File: src/rtl/fetch_pkg.sv
`timescale 1ns/1ps
// Shared types and default widths for the instruction-fetch unit.
package fetch_pkg;

    localparam int PC_W_DEF    = 10;
    localparam int INSTR_W_DEF = 9;
    localparam int OFS_W_DEF   = 8;
    localparam int OPC_W       = 6;

    typedef enum logic [1:0] {
        ST_IDLE,
        ST_RUN,
        ST_HALT
    } state_e;

    typedef enum logic [1:0] {
        NPC_SEQ,
        NPC_REL,
        NPC_ABS
    } npc_sel_e;

endpackage

File: src/rtl/fetch_next_pc.sv
`timescale 1ns/1ps
// Next fetch address: sequential, PC-relative (signed offset) or absolute.
// Pure combinational; all arithmetic wraps modulo 2^PC_W.
module fetch_next_pc
    import fetch_pkg::*;
#(
    parameter int PC_W  = PC_W_DEF,
    parameter int OFS_W = OFS_W_DEF
) (
    input  npc_sel_e          sel_i,
    input  logic [PC_W-1:0]   fetch_pc_i,
    input  logic [PC_W-1:0]   instr_pc_i,
    input  logic [OFS_W-1:0]  offset_i,
    input  logic [PC_W-1:0]   target_i,
    output logic [PC_W-1:0]   next_pc_o
);

    logic [PC_W-1:0] ofs_ext;

    assign ofs_ext = PC_W'($signed(offset_i));

    always_comb begin
        next_pc_o = fetch_pc_i + PC_W'(1);
        case (sel_i)
            NPC_REL: next_pc_o = instr_pc_i + ofs_ext;
            NPC_ABS: next_pc_o = target_i;
            default: next_pc_o = fetch_pc_i + PC_W'(1);
        endcase
    end

endmodule

File: src/rtl/instr_fetch.sv
`timescale 1ns/1ps
// Instruction fetch: async-read imem, one-deep IR, branch bubble, halt/restart handshake.
// Stall freezes everything; a cleared IR refills before it can be consumed again.
module instr_fetch
    import fetch_pkg::*;
#(
    parameter int PC_W    = PC_W_DEF,
    parameter int INSTR_W = INSTR_W_DEF,
    parameter int OFS_W   = OFS_W_DEF
) (
    input  logic                Clk,
    input  logic                Reset,
    input  logic                Start,
    input  logic [PC_W-1:0]     StartAddr,
    input  logic                Stall,
    input  logic                BranchTaken,
    input  logic                BranchRel,
    input  logic [OFS_W-1:0]    Offset,
    input  logic [PC_W-1:0]     Target,
    input  logic                HaltReq,
    output logic [PC_W-1:0]     ImemAddr,
    input  logic [INSTR_W-1:0]  ImemData,
    output logic [INSTR_W-1:0]  Instr,
    output logic [OPC_W-1:0]    Opcode,
    output logic                InstrValid,
    output logic [PC_W-1:0]     InstrPC,
    output logic [15:0]         InstrCount,
    output logic                Ack
);

    state_e               state_q, state_d;
    logic [PC_W-1:0]      fetch_pc_q, fetch_pc_d;
    logic [INSTR_W-1:0]   ir_q, ir_d;
    logic [PC_W-1:0]      instr_pc_q, instr_pc_d;
    logic                 valid_q, valid_d;
    logic [15:0]          count_q, count_d;
    logic                 ack_q;
    npc_sel_e             npc_sel;
    logic [PC_W-1:0]      next_pc;

    // Halt outranks branch, so only a non-halting consume may redirect.
    assign npc_sel = (valid_q && BranchTaken && !HaltReq)
                   ? (BranchRel ? NPC_REL : NPC_ABS) : NPC_SEQ;

    fetch_next_pc #(
        .PC_W  (PC_W),
        .OFS_W (OFS_W)
    ) u_next_pc (
        .sel_i      (npc_sel),
        .fetch_pc_i (fetch_pc_q),
        .instr_pc_i (instr_pc_q),
        .offset_i   (Offset),
        .target_i   (Target),
        .next_pc_o  (next_pc)
    );

    always_comb begin
        state_d    = state_q;
        fetch_pc_d = fetch_pc_q;
        ir_d       = ir_q;
        instr_pc_d = instr_pc_q;
        valid_d    = valid_q;
        count_d    = count_q;
        case (state_q)
            ST_IDLE, ST_HALT: begin
                if (Start) begin
                    state_d    = ST_RUN;
                    fetch_pc_d = StartAddr;
                    count_d    = '0;
                    valid_d    = 1'b0;
                end
            end
            ST_RUN: begin
                if (!Stall) begin
                    if (valid_q && count_q != 16'hFFFF) begin
                        count_d = count_q + 16'd1;
                    end
                    if (valid_q && HaltReq) begin
                        state_d = ST_HALT;
                        valid_d = 1'b0;
                    end else if (valid_q && BranchTaken) begin
                        fetch_pc_d = next_pc;
                        valid_d    = 1'b0;
                    end else begin
                        ir_d       = ImemData;
                        instr_pc_d = fetch_pc_q;
                        fetch_pc_d = next_pc;
                        valid_d    = 1'b1;
                    end
                end
            end
            default: state_d = ST_IDLE;
        endcase
    end

    always_ff @(posedge Clk) begin
        if (Reset) begin
            state_q    <= ST_IDLE;
            fetch_pc_q <= '0;
            ir_q       <= '0;
            instr_pc_q <= '0;
            valid_q    <= 1'b0;
            count_q    <= '0;
            ack_q      <= 1'b0;
        end else begin
            state_q    <= state_d;
            fetch_pc_q <= fetch_pc_d;
            ir_q       <= ir_d;
            instr_pc_q <= instr_pc_d;
            valid_q    <= valid_d;
            count_q    <= count_d;
            ack_q      <= (state_d == ST_HALT);
        end
    end

    assign ImemAddr   = fetch_pc_q;
    assign Instr      = ir_q;
    assign Opcode     = ir_q[INSTR_W-1 -: OPC_W];
    assign InstrValid = valid_q;
    assign InstrPC    = instr_pc_q;
    assign InstrCount = count_q;
    assign Ack        = ack_q;

endmodule
File: config.mk
export PLATFORM = sky130hd
export DESIGN_NAME = instr_fetch
export DESIGN_NICKNAME = d
export VERILOG_FILES = /design/src/rtl/fetch_pkg.sv /design/src/rtl/fetch_next_pc.sv /design/src/rtl/instr_fetch.sv
export SDC_FILE = /design/constraint.sdc
export NUM_CORES = 1
export LEC_CHECK = 0
export ABC_AREA = 1
export ABC_CLOCK_PERIOD_IN_PS = 2850
export CORE_ASPECT_RATIO = 1.2
export CORE_MARGIN = 2
export CORE_UTILIZATION = 52
export DETAILED_ROUTE_END_ITERATION = 12
export PLACE_DENSITY = 0.87
export SETUP_SLACK_MARGIN = 0.2
export SYNTH_ARGS = -nofsm -noshare
export SYNTH_HDL_FRONTEND = slang
export SYNTH_HIERARCHICAL = 1
export SYNTH_SLANG_ARGS = --single-unit
File: constraint.sdc
create_clock -name Clk -period 2.85 [get_ports Clk]
set_input_delay 0.4275 -clock Clk [delete_from_list [all_inputs] [get_ports Clk]]
set_output_delay 0.4275 -clock Clk [all_outputs]
set_load 0.01 [all_outputs]
==> qor.tcl <==
set qor(postCtsSetupBuffers) 0
set qor(finalWirelength_mm) 9.33
set qor(place.gp.congestion) 0.917
set qor(cts_inserted_buffers) 5
set qor(seqPwrFrac_pct) 43.3
set qor(syn-mean-instance-area_um2) 6.45
set qor(die_area_mm2) 0.00705
set qor(groute.usage.overall_pct) 26.2
set qor(clock_share_of_power_pct) 27.3
set qor(timing.critical_path.slowest_cell_delay_ns) 0.48
set qor(ios) 97
set qor(critPathLaunchType) {input port}
set qor(synth_sequential_area_ratio_pct) 29.5
set qor(global_route_wire_length_before_repair_mm) 15.2
set qor(synth_cell_types) 36
set qor(start_point_of_the_worst_min_delay_path) {Instr[1]}
set qor(reg2reg_depth) 12
set qor(yosys_warnings) 6
set qor(setup-tns-final_ns) 0
set qor(cp_slowest_cell) {sky130_fd_sc_hd__clkdlybuf4s50_1}
set qor(pwr-share-comb_pct) 29.3
set qor(route.vias.total) 3615
set qor(hold_path_depth) 2
set qor(total_power_mw) 1.86
set qor(detail_route.drc_violations) 0
set qor(average_via_count_per_standard_cell) 5.32
set qor(diodes) 0
set qor(ys_async_sr_fraction_pct) 0
set qor(synthToLayoutAreaGrowth_pct) 30.6
set qor(layoutNonFillerInstCount) 680
set qor(dp.final_hpwl_mm) 6.98
set qor(number_of_buffers_added_on_ports) 96
set qor(finalCoreUtilization_pct) 70.9
set qor(internal_mw) 1.26
set qor(rsz0062_at_grt) {no}
set qor(drt-initial-drc-count) 201
set qor(r2r-end) {ImemAddr[6]}
set qor(synth-seq-cells) 49
set qor(max-cap-violations) 0
set qor(cts_resized) 0
set qor(report.final.setup_viol) 0
set qor(synth.net_count) 574
set qor(rr_startpoint) {InstrPC[0]}
set qor(clock-root-buffer) {sky130_fd_sc_hd__clkbuf_8}
set qor(post-route-worst-setup-slack_ns) 0.603
set qor(fmax_mhz) 445
set qor(synth.cell_area_mm2) 0.00333
set qor(post_route_cells_drive_above_1_share_pct) 6.02
set qor(edff_count_synth) 0
set qor(grt_pass1_vias) 3267
set qor(die_width_um) 77.0
set qor(tritoncts_clock_tree) {built}
set qor(total_leakage_power_nw) 1.75
set qor(crit_required_ns) 3.10
set qor(crit_path_cell_trace) {clkdlybuf4s50_1 > ha_1 > inv_1 > fa_1 > inv_1 > nand3_1 > nand2_1 > nand3_1 > nand3b_1 > nand3_1 > a21oi_1 > nand2_1 > a31oi_1}
set qor(power_switching_uw) 599
set qor(final_number_of_max_transition_violations) 0
set qor(largest_net_degree_at_the_start_of_global_routing) 40
set qor(internal_reg_to_reg_setup_slack_ns) 0.82
set qor(cts-hold-fix-buffers) 0
set qor(ir_worst_vdd_v) 0.000322
set qor(dp.cells) 672
set qor(routed_wire_length_per_instance_um) 13.7
set qor(cts_max_level) 2
set qor(worst_slew_pin_slew_ns) 0.534
set qor(fin_crit_period_ns) 2.25
set qor(design.final.nets) 655
set qor(die_h_um) 91.6
set qor(grt_antenna_before_repair) 0
set qor(final_min_period_over_clock_period_pct) 78.8
set qor(clk_pin_slew_worst_paths_ns) 0.09
set qor(clk-insertion-delay-late_ns) 0.31
set qor(core.rowCount) 31
set qor(timing.hold.worst_endpoint) {Instr[1]}
set qor(synthesis.instances) 516
set qor(endpoint_kind) {register}
set qor(outcome) {complete, no violations}
set qor(pre_cts_slack_ns) 0.348
set qor(floorplan.initialDensity_pct) 54.3
set qor(worst-endpoint-arrival_ns) 2.49
set qor(relSlewSlack_pct) 64.4
set qor(crit_path_max_fanout) 4
set qor(clockBufferDepth) 2
set qor(hold_path.class) {register to register}
set qor(ratio_of_total_power_to_cell_area_mw_per_mm2) 429
set qor(grt_overflow) 0
set qor(placeableCoreArea_mm2) 0.00613
set qor(switching_share_pct) 32.2
set qor(timing.setup.critical_path_class) {input port to register}
set qor(drt_first_pass_iters) 4
set qor(timing.final.hold_violations) 0
set qor(fin_worst_skew_ns) 0.00377
set qor(timing.critical_path.mode_cell) {sky130_fd_sc_hd__nand3_1}
set qor(final_antenna_net_count) 0
set qor(cts_num_sinks) 49
set qor(synth-main-ff-cell) {sky130_fd_sc_hd__dfxtp_1}
-- layout by cell type, fill, tap and decap left out --
cell / instances
sky130_fd_sc_hd__xnor2_1: 4
sky130_fd_sc_hd__clkdlybuf4s50_1: 96
sky130_fd_sc_hd__buf_4: 6
sky130_fd_sc_hd__a21oi_1: 29
sky130_fd_sc_hd__nand2_4: 2
sky130_fd_sc_hd__a22oi_1: 6
sky130_fd_sc_hd__or2_1: 1
sky130_fd_sc_hd__xor2_1: 5
sky130_fd_sc_hd__clkinv_4: 1
sky130_fd_sc_hd__nand3_2: 4
sky130_fd_sc_hd__nor2_2: 7
sky130_fd_sc_hd__nand2_1: 119
sky130_fd_sc_hd__inv_1: 42
sky130_fd_sc_hd__nand3b_1: 4
sky130_fd_sc_hd__ha_1: 13
sky130_fd_sc_hd__dfxtp_1: 49
sky130_fd_sc_hd__nor2_4: 2
sky130_fd_sc_hd__o21ai_0: 40
sky130_fd_sc_hd__o21a_1: 1
sky130_fd_sc_hd__o211ai_1: 1
sky130_fd_sc_hd__nand4_1: 3
sky130_fd_sc_hd__or2_0: 1
sky130_fd_sc_hd__nor3_1: 4
sky130_fd_sc_hd__fa_1: 1
sky130_fd_sc_hd__nor3b_1: 1
sky130_fd_sc_hd__inv_2: 4
sky130_fd_sc_hd__clkbuf_8: 5
sky130_fd_sc_hd__a21o_1: 1
sky130_fd_sc_hd__a21oi_2: 1
sky130_fd_sc_hd__nor2_1: 89
sky130_fd_sc_hd__clkbuf_1: 1
sky130_fd_sc_hd__a31oi_1: 11
sky130_fd_sc_hd__bufinv_16: 1
sky130_fd_sc_hd__nand2_2: 3
sky130_fd_sc_hd__nand3_1: 40
-- worst max-delay path: cells and delay by family --
kind            cells  cell delay, ns
simple gates        6            0.58
buf+inv             3            0.65
fa+ha+maj           2            0.56
compound gates      2            0.29
-- worst max-delay path by stage --
stage,endpoint,cells after the start,startpoint,slack [ns]
6_report,ImemAddr[6],13,Offset[0],0.60
5_1_grt,ImemAddr[6],13,Offset[0],0.52
4_1_cts,ImemAddr[6],13,Offset[0],0.65
3_5_place_dp,ImemAddr[6],13,Offset[0],0.35
3_3_place_gp,ImemAddr[6],13,Offset[0],0.42
2_1_floorplan,ImemAddr[8],10,InstrValid,1.01
-- cell type report --
type	count	area [µm²]
timing repair buffer	102	1010
sequential	49	981
multi-input combinational	393	1970
inverter	46	173
clock buffer	6	72.6
fill	560	1790
tap	82	103
clock inverter	2	38.8
-- power by group through the flow --
| stage | Clock [mW] | Combinational [mW] | Sequential, mW |
|---|---|---|---|
| 6_report | 0.508 | 0.546 | 0.807 |
| 4_1_cts | 0.520 | 0.545 | 0.805 |
| 3_5_place_dp | 0 | 0.542 | 0.820 |
| 3_3_place_gp | 0 | 0.530 | 0.818 |
| 2_1_floorplan | 0 | 0.311 | 0.828 |
| 5_1_grt | 0.542 | 0.602 | 0.815 |
-- through the flow --
step / area [µm²] / hold WS, ns
final: 4340 / 0.490
after global routing: 4340 / 0.522
after CTS: 4340 / 0.493
after detailed placement: 4230 / 0.476
after global placement: 4230 / 0.464
after floorplan: 3330 / 0.510
-- synth_stat cells, types with 2 or more instances --
cell type | instances | area share [%]
sky130_fd_sc_hd__a21oi_1 | 29 | 4.4
sky130_fd_sc_hd__a22oi_1 | 6 | 1.4
sky130_fd_sc_hd__a31oi_1 | 11 | 2.1
sky130_fd_sc_hd__buf_2 | 4 | 0.60
sky130_fd_sc_hd__buf_4 | 8 | 1.8
sky130_fd_sc_hd__buf_6 | 4 | 1.4
sky130_fd_sc_hd__clkbuf_1 | 8 | 0.90
sky130_fd_sc_hd__clkbuf_8 | 2 | 0.83
sky130_fd_sc_hd__dfxtp_1 | 49 | 29
sky130_fd_sc_hd__ha_1 | 13 | 4.9
sky130_fd_sc_hd__inv_1 | 42 | 4.7
sky130_fd_sc_hd__inv_2 | 4 | 0.45
sky130_fd_sc_hd__nand2_1 | 119 | 13
sky130_fd_sc_hd__nand2_2 | 3 | 0.56
sky130_fd_sc_hd__nand2_4 | 2 | 0.68
sky130_fd_sc_hd__nand3_1 | 40 | 6.0
sky130_fd_sc_hd__nand3_2 | 4 | 1.2
sky130_fd_sc_hd__nand3b_1 | 4 | 0.90
sky130_fd_sc_hd__nand4_1 | 3 | 0.56
sky130_fd_sc_hd__nor2_1 | 89 | 10
sky130_fd_sc_hd__nor2_2 | 7 | 1.3
sky130_fd_sc_hd__nor2_4 | 2 | 0.68
sky130_fd_sc_hd__nor3_1 | 4 | 0.60
sky130_fd_sc_hd__o21ai_0 | 40 | 6.0
sky130_fd_sc_hd__xnor2_1 | 4 | 1.1
sky130_fd_sc_hd__xor2_1 | 5 | 1.3
-- cells by family after synthesis --
| family | count (synthesis) | synth area share [%] |
|---|---|---|
| xor gates and xnor gates | 9 | 2.37 |
| AOI/OAI and AO/OA | 90 | 14.7 |
| buffers and inverters | 74 | 11.3 |
| DFF | 49 | 29.5 |
| and+or+nand+nor | 280 | 36.6 |
| adders and majority gates | 14 | 5.49 |
-- sequential cells by signal, indices dropped and copies added, names as in the netlist --
| register | count |
|---|---|
| state_q | 2 |
| InstrPC | 10 |
| ImemAddr | 10 |
| Instr | 9 |
| InstrValid | 1 |
| InstrCount | 16 |
| Ack | 1 |
-- per-layer routing --
layer  share of wire [%]  track usage (%)
met4                 2.0             8.63
met3                 4.9             3.68
met5                   0                0
met2                  51             47.9
met1                  42             31.3
(Power assumes the default switching activity.)
